### src/rtl/patching_pkg.sv
// Shared types and helpers for the activation-patching pipeline.
package patching_pkg;

  localparam int N_DEF     = 16;
  localparam int DEPTH_DEF = 64;

  // Index width for a cache of the given depth; at least one bit.
  function automatic int idx_width(input int depth);
    return (depth > 1) ? $clog2(depth) : 1;
  endfunction

  localparam int IDX_W_DEF = idx_width(DEPTH_DEF);

  // Triple handed to the patching stage: p=1 selects a_cache over a_org.
  typedef struct packed {
    logic [IDX_W_DEF-1:0] idx;
    logic [N_DEF-1:0]     a_org;
    logic [N_DEF-1:0]     a_cache;
    logic                 p;
  } patch_triple_t;

endpackage

### src/rtl/comparador_umbral.sv
// Similarity check: |a - b| <= UMBRAL on signed activations, no wrap.
// Latency: combinational.
// Backpressure: none.
module comparador_umbral #(
  parameter int N      = 16,
  parameter int UMBRAL = 4
) (
  input  logic [N-1:0] a,
  input  logic [N-1:0] b,
  output logic         hit_umbral
);

  localparam logic [N:0] UMB = (N+1)'(UMBRAL);

  logic signed [N:0] diff;
  logic        [N:0] absdiff;

  // One extra bit keeps the full signed range of a-b, so negation cannot overflow.
  assign diff       = $signed({a[N-1], a}) - $signed({b[N-1], b});
  assign absdiff    = diff[N] ? $unsigned(-diff) : $unsigned(diff);
  assign hit_umbral = (absdiff <= UMB);

endmodule

### src/rtl/cache_patching.sv
// Per-index activation cache producing the (a_org, a_cache, p) patching triple.
// Latency: 1 cycle from accept to out_valid.
// Backpressure: in_ready drops while the output register is full and not draining, or on flush.
module cache_patching
  import patching_pkg::*;
#(
  parameter int N      = N_DEF,
  parameter int DEPTH  = DEPTH_DEF,
  parameter int IDX_W  = idx_width(DEPTH),
  parameter int UMBRAL = 4,
  parameter int CNT_W  = 16
) (
  input  logic             clk,
  input  logic             rst,
  input  logic             flush,
  input  logic             in_valid,
  output logic             in_ready,
  input  logic [IDX_W-1:0] in_idx,
  input  logic [N-1:0]     in_act,
  output logic             out_valid,
  input  logic             out_ready,
  output logic [IDX_W-1:0] out_idx,
  output logic [N-1:0]     a_org,
  output logic [N-1:0]     a_cache,
  output logic             p,
  output logic [CNT_W-1:0] cnt_patch
);

  // Same layout as patch_triple_t, sized by this instance's parameters.
  typedef struct packed {
    logic [IDX_W-1:0] idx;
    logic [N-1:0]     a_org;
    logic [N-1:0]     a_cache;
    logic             p;
  } triple_t;

  triple_t          out_q;
  triple_t          out_d;
  logic             out_vld_q;
  logic [DEPTH-1:0] entry_vld_q;
  logic [N-1:0]     cache_mem [DEPTH];
  logic [N-1:0]     cache_rd_dat;
  logic             entry_vld;
  logic             thr_hit;
  logic             hit;
  logic             accept;
  logic [CNT_W-1:0] cnt_q;

  assign cache_rd_dat = cache_mem[in_idx];
  assign entry_vld    = entry_vld_q[in_idx];

  comparador_umbral #(
    .N      (N),
    .UMBRAL (UMBRAL)
  ) u_cmp (
    .a          (in_act),
    .b          (cache_rd_dat),
    .hit_umbral (thr_hit)
  );

  assign hit      = entry_vld && thr_hit;
  assign in_ready = !flush && (!out_vld_q || out_ready);
  assign accept   = in_valid && in_ready;

  always_comb begin
    out_d         = '0;
    out_d.idx     = in_idx;
    out_d.a_org   = in_act;
    out_d.a_cache = entry_vld ? cache_rd_dat : '0;
    out_d.p       = hit;
  end

  always_ff @(posedge clk) begin
    if (rst) begin
      out_vld_q   <= 1'b0;
      out_q       <= '0;
      entry_vld_q <= '0;
      cnt_q       <= '0;
    end else begin
      // flush and accept are exclusive because flush forces in_ready low.
      if (flush)
        entry_vld_q <= '0;
      else if (accept && !hit)
        entry_vld_q[in_idx] <= 1'b1;

      if (accept) begin
        out_vld_q <= 1'b1;
        out_q     <= out_d;
      end else if (out_ready) begin
        out_vld_q <= 1'b0;
      end

      if (accept && hit && (cnt_q != '1))
        cnt_q <= cnt_q + 1'b1;
    end
  end

  // Only misses refresh the reference, so hits never drift it.
  always_ff @(posedge clk) begin
    if (accept && !hit)
      cache_mem[in_idx] <= in_act;
  end

  assign out_valid = out_vld_q;
  assign out_idx   = out_q.idx;
  assign a_org     = out_q.a_org;
  assign a_cache   = out_q.a_cache;
  assign p         = out_q.p;
  assign cnt_patch = cnt_q;

endmodule

### config.mk
export PLATFORM = sky130hd
export DESIGN_NAME = cache_patching
export DESIGN_NICKNAME = d
export VERILOG_FILES = /design/src/rtl/patching_pkg.sv /design/src/rtl/comparador_umbral.sv /design/src/rtl/cache_patching.sv
export SDC_FILE = /design/constraint.sdc
export NUM_CORES = 1
export LEC_CHECK = 0
export ABC_CLOCK_PERIOD_IN_PS = 7890
export BUFFER_PORTS_ARGS = -buffer_cell sky130_fd_sc_hd__buf_2
export CAP_MARGIN = 25
export CORE_MARGIN = 2
export CORE_UTILIZATION = 35
export DETAILED_ROUTE_END_ITERATION = 8
export GPL_TIMING_DRIVEN = 1
export SYNTH_ARGS = -nofsm -noshare
export SYNTH_HDL_FRONTEND = slang
export SYNTH_SLANG_ARGS = --single-unit
### constraint.sdc
create_clock -name clk -period 7.89 [get_ports clk]
set_clock_uncertainty 0.1 [all_clocks]
set_input_delay 0 -clock clk [delete_from_list [all_inputs] [get_ports clk]]
set_output_delay 0 -clock clk [all_outputs]
set_load 0.05 [all_outputs]
==> results of run 1 <==
-- cell families after synthesis --
group / count (synthesis)
flip-flops: 1144
AND/OR/NAND/NOR: 444
XOR/XNOR: 23
adder cells (fa/ha/maj): 18
AO/OA/AOI/OAI: 854
buffers and inverters: 191
multiplexers: 27
-- state kept, by name, indices dropped and copies added (netlist names) --
signal       flops
cache_mem     1024
a_cache         16
a_org           16
out_valid        1
entry_vld_q     64
out_idx          6
cnt_patch       16
p                1
-- per-layer routing --
metal | GRT usage | vias to the layer above
li1 | - | 11600
met1 | 0.285 | 14000
met2 | 0.322 | 1458
met3 | 0.0466 | 234
met4 | 0.0621 | 4
met5 | 0 | -
-- power by group through the flow --
stage	clock (mW)	sequential [mW]	combinational, mW
floorplan	0	6.77	0.495
global placement	0	6.74	0.958
detailed placement	0	6.74	0.962
CTS	5.28	6.61	0.978
global route	5.52	6.61	1.06
finish	5.25	6.61	0.994
-- cells in the final DEF, fill, tap and decap left out, drive strengths merged, types with 34 or more instances in the layout --
master | Yosys | routed
edfxtp | 1024 | 1024
a22oi | 414 | 414
buf | 79 | 303
clkbuf | 103 | 142
dfxtp | 120 | 120
nand2 | 115 | 115
a21oi | 90 | 90
nor2 | 83 | 83
nor3 | 61 | 61
a22o | 56 | 56
a31oi | 52 | 52
a221oi | 52 | 52
a41oi | 46 | 46
o21ai | 46 | 46
nand4 | 39 | 39
o21a | 37 | 37
clkinv | 1 | 37
dlygate4sd3 | 0 | 34
-- cell type report --
cell class | count | area share
Sequential cell | 1144 | 0.645
Multi-Input combinational cell | 1366 | 0.189
Timing Repair Buffer | 337 | 0.0565
Clock buffer | 142 | 0.0558
Tap cell | 1637 | 0.0398
Clock inverter | 59 | 0.0135
Inverter | 9 | 0.000657
Antenna cell | 1 | 0.0000487
-- how the worst min path moves through the flow --
stage / slack (ps) / cells past startpoint / to
4_1_cts: 150 / 2 / cache_mem[7][3]
3_5_place_dp: 190 / 3 / out_valid
6_report: 180 / 2 / cache_mem[23][6]
2_1_floorplan: -1 / 0 / cache_mem[0][0]
3_3_place_gp: 180 / 3 / out_valid
5_1_grt: 190 / 2 / cache_mem[7][3]
-- timing repair --
item	CTS	global route
hold buffers	34	0
hold endpoints to repair	515	0
resized for setup	0	0
-- through the flow --
step / cells / utilization / area, um^2 / worst slack, ps / total power [mW]
final: 4695 / 0.417 / 51400 / 452 / 12.9
after global routing: 4694 / 0.417 / 51400 / 207 / 13.2
after CTS: 4691 / 0.417 / 51400 / 703 / 12.9
after detailed placement: 4456 / 0.385 / 47500 / 615 / 7.71
after global placement: 4455 / 0.385 / 47500 / 701 / 7.70
after floorplan: 2701 / - / 43300 / 1100 / 7.26
-- worst max-delay path: stages --
cell and delay, ps:
dlygate4sd3_1 530, buf_2 300, clkinv_1 290, and3_4 430, buf_4 320, a22oi_1 220
a41oi_1 200, a2111oi_0 800, and3_1 480, ha_1 410, a21o_1 270, a211oi_2 270
o21bai_1 160, or3_1 420, a211oi_2 310, nand4_1 210, mux2i_4 250, nor2_1 220
or3b_1 330, buf_12 200, nand2_2 160, nor2_2 830
==> metrics.txt, run 1 <==
# TYPE chip_impl_metric gauge
chip_impl_info{name="status",value="finished clean"} 1
chip_impl_info{name="worst_setup_path_start_kind",value="input port"} 1
chip_impl_metric{name="total_congestion_overflow",unit=""} 0
chip_impl_metric{name="antenna_left",unit=""} 0
chip_impl_metric{name="cts_setup_buffers",unit=""} 0
chip_impl_metric{name="synth-seq-cells",unit=""} 1144
chip_impl_metric{name="core_area",unit="um^2"} 123000
chip_impl_metric{name="syn-cell-area",unit="um^2"} 43300
chip_impl_metric{name="grt_max_degree",unit=""} 73
chip_impl_info{name="clock-root-buffer",value="clkbuf_16"} 1
chip_impl_metric{name="sum_of_met2_wire_segment_lengths_after_detailed_routing",unit="um"} 61000
chip_impl_info{name="min_path_type",value="input port to flop"} 1
chip_impl_metric{name="final.fill_count",unit=""} 11000
chip_impl_metric{name="syn2layout_area_growth",unit="%"} 18.6
chip_impl_metric{name="portion_of_synthesized_cell_area_occupied_by_the_leading_cell_type",unit=""} 0.709
chip_impl_info{name="worst_setup_path_endpoint",value="cache_mem[17][13]"} 1
chip_impl_metric{name="portBuffers",unit=""} 83
chip_impl_metric{name="synth_warnings",unit=""} 0
chip_impl_metric{name="route.met3.wl",unit="um"} 13300
chip_impl_metric{name="dp_hpwl",unit="um"} 82500
chip_impl_info{name="grt_setup_unrepaired",value="false"} 1
chip_impl_metric{name="ctsHtreeMaxLevel",unit=""} 3
chip_impl_metric{name="worst-path-max-fanout",unit=""} 30
chip_impl_metric{name="worst_ir_drop_vdd",unit="mV"} 0.178
chip_impl_metric{name="num_rows",unit=""} 129
chip_impl_metric{name="floorplan.initialDensity",unit=""} 0.351
chip_impl_info{name="reg_to_reg_startpoint",value="cache_mem[15][3]"} 1
chip_impl_metric{name="final_setup_vio_count",unit=""} 0
chip_impl_metric{name="drcViolationCount",unit=""} 0
chip_impl_metric{name="final.hold.worst_slack",unit="ps"} 184
chip_impl_metric{name="drt_pre_antenna_iters",unit=""} 6
chip_impl_metric{name="min_period_over_period",unit=""} 0.943
chip_impl_info{name="synth.area.top_cells",value="edfxtp_1 (71%), a22oi_1 (7.2%), dfxtp_1 (5.5%)"} 1
chip_impl_info{name="end_kind",value="flop"} 1
chip_impl_info{name="crit_path_start",value="in_idx[0]"} 1
chip_impl_metric{name="cts-buffers-inserted",unit=""} 107
chip_impl_metric{name="reg2reg_setup_slack",unit="ps"} 940
chip_impl_metric{name="antenna_found_initial",unit=""} 10
chip_impl_metric{name="netlist_instances",unit=""} 2701
chip_impl_metric{name="proportion_of_synthesized_chip_area_in_sequential_cells",unit=""} 0.765
chip_impl_info{name="synth_commonest_cells",value="edfxtp_1 (1,024), a22oi_1 (414), dfxtp_1 (120)"} 1
chip_impl_metric{name="gpl.final_weighted_congestion",unit=""} 0.928
chip_impl_metric{name="final_hold_vios",unit=""} 0
chip_impl_metric{name="avgRoutedWirePerCell",unit="um"} 28.3
chip_impl_metric{name="cts_buffer_depth",unit=""} 3
chip_impl_metric{name="power_switching_share",unit=""} 0.232
chip_impl_metric{name="synth_enable_flop_cells",unit=""} 1024
chip_impl_metric{name="detailedRoute.firstIterationViolations",unit=""} 3679
chip_impl_metric{name="vias_per_cell",unit=""} 5.83
chip_impl_metric{name="via_count",unit=""} 27400
chip_impl_info{name="highest-signal-layer",value="met5"} 1
chip_impl_metric{name="yosys.area_share.simple",unit=""} 0.0527
chip_impl_metric{name="globalRouteTotalUtil",unit=""} 0.206
chip_impl_metric{name="syn_nets",unit=""} 2746
chip_impl_metric{name="final_nets",unit=""} 3010
chip_impl_metric{name="maxCapViolations",unit=""} 0
chip_impl_metric{name="die-height",unit="um"} 356
chip_impl_metric{name="cellInternalPower",unit="mW"} 9.87
chip_impl_info{name="clock_tree_from_tritoncts",value="yes"} 1
chip_impl_metric{name="worst-slew-pin-transition",unit="ps"} 1080
chip_impl_info{name="dominantRegCellSynth",value="edfxtp_1"} 1
chip_impl_metric{name="post_synth_num_cell_types",unit=""} 85
chip_impl_metric{name="synth.mux.area_fraction",unit=""} 0.00860
chip_impl_metric{name="share_seq_of_total_power",unit=""} 0.514
chip_impl_metric{name="share_of_post_route_cells_with_drive_strength_above_1",unit=""} 0.184
chip_impl_metric{name="grt_first_pass_wirelength",unit="um"} 189000
chip_impl_metric{name="pwr-share-comb",unit=""} 0.077
chip_impl_metric{name="seqCellArea",unit="um^2"} 33200
chip_impl_metric{name="leakage_component_of_the_power",unit="nW"} 16.1
chip_impl_metric{name="clock.fmax",unit="GHz"} 0.134
chip_impl_metric{name="floorplan.die.width",unit="um"} 356
chip_impl_metric{name="design.die.area",unit="um^2"} 127000
chip_impl_metric{name="drt_met1_wl",unit="um"} 54400
chip_impl_metric{name="average_cell_area_after_synthesis",unit="um^2"} 16.0
chip_impl_metric{name="area_of_the_multi_input_gates",unit="um^2"} 9710
chip_impl_metric{name="relSlewSlack",unit=""} 0.276
chip_impl_metric{name="switching_power",unit="mW"} 2.99
chip_impl_metric{name="clk_latency",unit="ps"} 720
chip_impl_metric{name="ys_async_sr_fraction",unit=""} 0
chip_impl_metric{name="rr_worst_depth",unit=""} 20
chip_impl_metric{name="min_period",unit="ps"} 7440
chip_impl_metric{name="wl",unit="um"} 133000
chip_impl_info{name="synth_top_cell_by_area",value="edfxtp_1"} 1
chip_impl_metric{name="cellPowerDensity",unit="nW/um^2"} 250
chip_impl_metric{name="fin_setup_tns",unit="ps"} 0
chip_impl_metric{name="required",unit="ps"} 8080
chip_impl_info{name="synth.most_common_cell",value="edfxtp_1"} 1
chip_impl_metric{name="path_clk_slew",unit="ps"} 60
chip_impl_metric{name="critical_path_arrival",unit="ps"} 7630
chip_impl_metric{name="synth_xor_xnor_area_share",unit=""} 0.00482
chip_impl_info{name="critical_path_class",value="input port to flop"} 1
chip_impl_metric{name="first_global_vias",unit=""} 26100
chip_impl_metric{name="fraction_of_the_mapped_netlist_area_in_adder_cells",unit=""} 0.00537
chip_impl_metric{name="io_pins",unit=""} 84
chip_impl_metric{name="synth_compound_gate_area_share",unit=""} 0.146
chip_impl_info{name="min-delay-start",value="in_act[6]"} 1
chip_impl_metric{name="power_frac_clock",unit=""} 0.408
chip_impl_metric{name="clock_sink_count",unit=""} 1144
chip_impl_metric{name="finalMaxSlewViolations",unit=""} 0
chip_impl_info{name="largest_family_of_logic_cells_by_synthesized_area",value="compound AO/OA/AOI/OAI gates"} 1
chip_impl_info{name="reg2reg_to",value="cache_mem[17][13]"} 1
(Power assumes the default switching activity.)
==> inputs of run 2 (changes only) <==
ABC_AREA = 1   (was default)
PLACE_DENSITY = 0.61   (was default)
==> run 2 against run 1 <==
Global-route usage decreased by 0.25 points. Worst hold slack got worse by 140 ps. First-iteration DRC count increased by 4.8%. Flip-flop and latch count unchanged. Critical path depth increased by 10. Sequential share of layout area decreased by 0.89 points. Synthesized cell count increased by 27%. Cell area increased by 1.4%. Die area increased by 3.9%. Largest power group unchanged.
==> metrics.txt, run 2 <==
# TYPE chip_impl_metric gauge
chip_impl_metric{name="met3_track_usage_gr",unit=""} 0.0392
chip_impl_metric{name="syn_nets",unit=""} 3483
chip_impl_metric{name="pwr-share-comb",unit=""} 0.076
chip_impl_metric{name="share_of_post_route_cells_with_drive_strength_above_1",unit=""} 0.123
chip_impl_metric{name="netlist_instances",unit=""} 3438
chip_impl_metric{name="worst_ir_drop_vdd",unit="mV"} 0.169
chip_impl_info{name="synth_top_cell_by_area",value="edfxtp_1"} 1
chip_impl_metric{name="largest_register_ff_count",unit=""} 1024
chip_impl_metric{name="power_frac_clock",unit=""} 0.426
chip_impl_info{name="status",value="finished clean"} 1
chip_impl_info{name="min_path_type",value="input port to flop"} 1
chip_impl_metric{name="min_period",unit="ps"} 6890
chip_impl_metric{name="numPlacedInstances",unit=""} 5124
chip_impl_info{name="end_kind",value="flop"} 1
chip_impl_metric{name="final.hold.worst_slack",unit="ps"} 44.2
chip_impl_metric{name="clk_latency",unit="ps"} 730
chip_impl_info{name="grt_setup_unrepaired",value="false"} 1
chip_impl_info{name="critPathMostFrequentCell",value="nand2_1"} 1
chip_impl_metric{name="drt_pre_antenna_iters",unit=""} 6
chip_impl_metric{name="cellInternalPower",unit="mW"} 10.2
chip_impl_metric{name="fin_setup_tns",unit="ps"} 0
chip_impl_metric{name="via_count",unit=""} 29500
chip_impl_metric{name="syn2layout_area_growth",unit="%"} 15.7
chip_impl_info{name="clock-root-buffer",value="clkbuf_16"} 1
chip_impl_metric{name="ys_async_sr_fraction",unit=""} 0
chip_impl_metric{name="io_pins",unit=""} 84
chip_impl_metric{name="globalRouteTotalUtil",unit=""} 0.203
chip_impl_metric{name="post_synth_num_cell_types",unit=""} 44
chip_impl_metric{name="cts_buffer_depth",unit=""} 3
chip_impl_metric{name="average_cell_area_after_synthesis",unit="um^2"} 13.1
chip_impl_info{name="synth.area.top_cells",value="edfxtp_1 (68%), nand2_1 (6.5%), dfxtp_1 (5.3%)"} 1
chip_impl_metric{name="ctsHtreeMaxLevel",unit=""} 3
chip_impl_metric{name="required",unit="ps"} 8130
chip_impl_metric{name="share_seq_of_total_power",unit=""} 0.498
chip_impl_info{name="slowest_stage",value="inv_1"} 1
chip_impl_metric{name="portion_of_synthesized_cell_area_occupied_by_the_leading_cell_type",unit=""} 0.682
chip_impl_metric{name="fin_total_pwr",unit="mW"} 13.3
chip_impl_metric{name="proportion_of_synthesized_chip_area_in_sequential_cells",unit=""} 0.736
chip_impl_metric{name="critical_path_arrival",unit="ps"} 7130
chip_impl_metric{name="num_rows",unit=""} 131
chip_impl_metric{name="final.fill_count",unit=""} 11700
chip_impl_metric{name="final_setup_vio_count",unit=""} 0
chip_impl_metric{name="crit_path_max_incr_delay",unit="ps"} 700
chip_impl_metric{name="first_global_vias",unit=""} 28000
chip_impl_metric{name="hold_path_depth",unit=""} 3
chip_impl_info{name="dominantRegCellSynth",value="edfxtp_1"} 1
chip_impl_metric{name="worst-path-max-fanout",unit=""} 64
chip_impl_metric{name="grtUsageMet1",unit=""} 0.288
chip_impl_metric{name="wl",unit="um"} 136000
chip_impl_info{name="top_registers",value="cache_mem: 1024 flops, entry_vld_q: 64 flops"} 1
chip_impl_info{name="synth_commonest_cells",value="edfxtp_1 (1,024), nand2_1 (776), inv_1 (201)"} 1
chip_impl_metric{name="relSlewSlack",unit=""} 0.292
chip_impl_metric{name="total_congestion_overflow",unit=""} 0
chip_impl_metric{name="floorplan.initialDensity",unit=""} 0.353
chip_impl_metric{name="grt_first_pass_wirelength",unit="um"} 198000
chip_impl_metric{name="portBuffers",unit=""} 83
chip_impl_metric{name="floorplan.die.width",unit="um"} 363
chip_impl_metric{name="dp_hpwl",unit="um"} 85300
chip_impl_metric{name="clock_sink_count",unit=""} 1144
chip_impl_metric{name="final_nets",unit=""} 3651
chip_impl_metric{name="rr_worst_depth",unit=""} 26
chip_impl_metric{name="synth_enable_flop_cells",unit=""} 1024
chip_impl_info{name="worst_setup_path_start_kind",value="input port"} 1
chip_impl_metric{name="detailedRoute.firstIterationViolations",unit=""} 3855
chip_impl_metric{name="power_switching_share",unit=""} 0.235
chip_impl_metric{name="path_clk_slew",unit="ps"} 60
chip_impl_info{name="critical_path_class",value="input port to flop"} 1
chip_impl_metric{name="finalMaxSlewViolations",unit=""} 0
chip_impl_metric{name="clock.fmax",unit="GHz"} 0.145
chip_impl_metric{name="design.die.area",unit="um^2"} 132000
chip_impl_metric{name="drcViolationCount",unit=""} 0
chip_impl_info{name="registers.top_by_ff_count",value="cache_mem"} 1
chip_impl_info{name="mostFrequentLayoutCell",value="edfxtp_1"} 1
chip_impl_metric{name="antenna_found_initial",unit=""} 5
chip_impl_metric{name="maxCapViolations",unit=""} 0
chip_impl_metric{name="core_area",unit="um^2"} 128000
chip_impl_info{name="clock_tree_from_tritoncts",value="yes"} 1
chip_impl_info{name="global_route.peak_usage_layer",value="met2"} 1
chip_impl_info{name="final_cell_mix",value="edfxtp_1 (1,024), nand2_1 (776), inv_1 (195)"} 1
chip_impl_info{name="synth.most_common_cell",value="edfxtp_1"} 1
chip_impl_metric{name="syn-cell-area",unit="um^2"} 45100
chip_impl_metric{name="synth-seq-cells",unit=""} 1144
chip_impl_metric{name="fin_cells",unit=""} 5369
chip_impl_metric{name="vias_per_cell",unit=""} 5.50
chip_impl_metric{name="gpl.final_weighted_congestion",unit=""} 0.951
chip_impl_metric{name="min_period_over_period",unit=""} 0.873
chip_impl_metric{name="cts_resized",unit=""} 0
chip_impl_metric{name="synth_warnings",unit=""} 0
chip_impl_metric{name="avgRoutedWirePerCell",unit="um"} 25.4
chip_impl_metric{name="cts-buffers-inserted",unit=""} 115
chip_impl_metric{name="cellPowerDensity",unit="nW/um^2"} 255
chip_impl_metric{name="antenna_left",unit=""} 0
chip_impl_metric{name="switching_power",unit="mW"} 3.12
chip_impl_metric{name="antenna_diode_count",unit=""} 0
chip_impl_metric{name="die-height",unit="um"} 363
chip_impl_metric{name="worst-slew-pin-transition",unit="ps"} 1060
chip_impl_metric{name="global_route.usage.met2",unit=""} 0.310
chip_impl_metric{name="grt_max_degree",unit=""} 78
chip_impl_metric{name="final_hold_vios",unit=""} 0
chip_impl_metric{name="leakage_component_of_the_power",unit="nW"} 17.7
[run 2: power groups by stage]
stage	Sequential, mW	Combinational [mW]	Clock [mW]
6_report	6.62	1.01	5.67
5_1_grt	6.61	1.09	5.94
4_1_cts	6.62	1.00	5.70
3_5_place_dp	6.74	0.987	0
3_3_place_gp	6.74	0.985	0
2_1_floorplan	6.77	0.541	0
[run 2: worst max-delay path, delay by kind of cell]
family / cells / cell delay, ps
and+or+nand+nor: 18 / 2730
buffers and inverters: 9 / 2960
adders and majority gates: 2 / 480
AOI/OAI and AO/OA: 3 / 790
[run 2: metal layers]
metal / up-vias / routed length [um]
met2: 1365 / 61300
li1: 13100 / -
met3: 245 / 12400
met4: 2 / 5060
met5: - / 13
met1: 14800 / 57500
[run 2: kinds of logic after synthesis]
group,synth area share
AND/OR/NAND/NOR,0.119
AO/OA/AOI/OAI,0.101
buffers and inverters,0.0363
adder cells (fa/ha/maj),0.00516
XOR/XNOR,0.00330
flip-flops,0.736
[run 2: layout make-up]
| type | count | area, um^2 | share of cell area |
|---|---|---|---|
| flip-flops and latches | 1144 | 33200 | 0.636 |
| multi-input cells | 1893 | 10300 | 0.198 |
| clock buffers | 157 | 3150 | 0.0604 |
| well taps | 1662 | 2080 | 0.0399 |
| repair buffers | 239 | 1830 | 0.0351 |
| inverters | 213 | 817 | 0.0157 |
| clock inverters | 61 | 793 | 0.0152 |
[run 2: repair_timing]
action	4_1_cts	5_1_grt
endpoints found under the hold margin	470	0
hold buffers	27	0
buffers inserted	0	0
[run 2: final timing paths]
kind / start / end / slack (ps)
max: in_idx[2] / cache_mem[7][10] / 1000
max reg2reg: cache_mem[38][0] / cache_mem[7][10] / 1960
min reg2reg: entry_vld_q[27] / entry_vld_q[27] / 350
min: flush / entry_vld_q[25] / 40
[run 2: stage by stage]
step / instance area (um^2) / setup WS, ps / util
6_report: 52100 / 1000 / 0.408
3_3_place_gp: 47900 / 935 / 0.375
3_5_place_dp: 47900 / 907 / 0.375
5_1_grt: 52100 / 459 / 0.408
2_1_floorplan: 45100 / 2490 / -
4_1_cts: 52100 / 1090 / 0.408
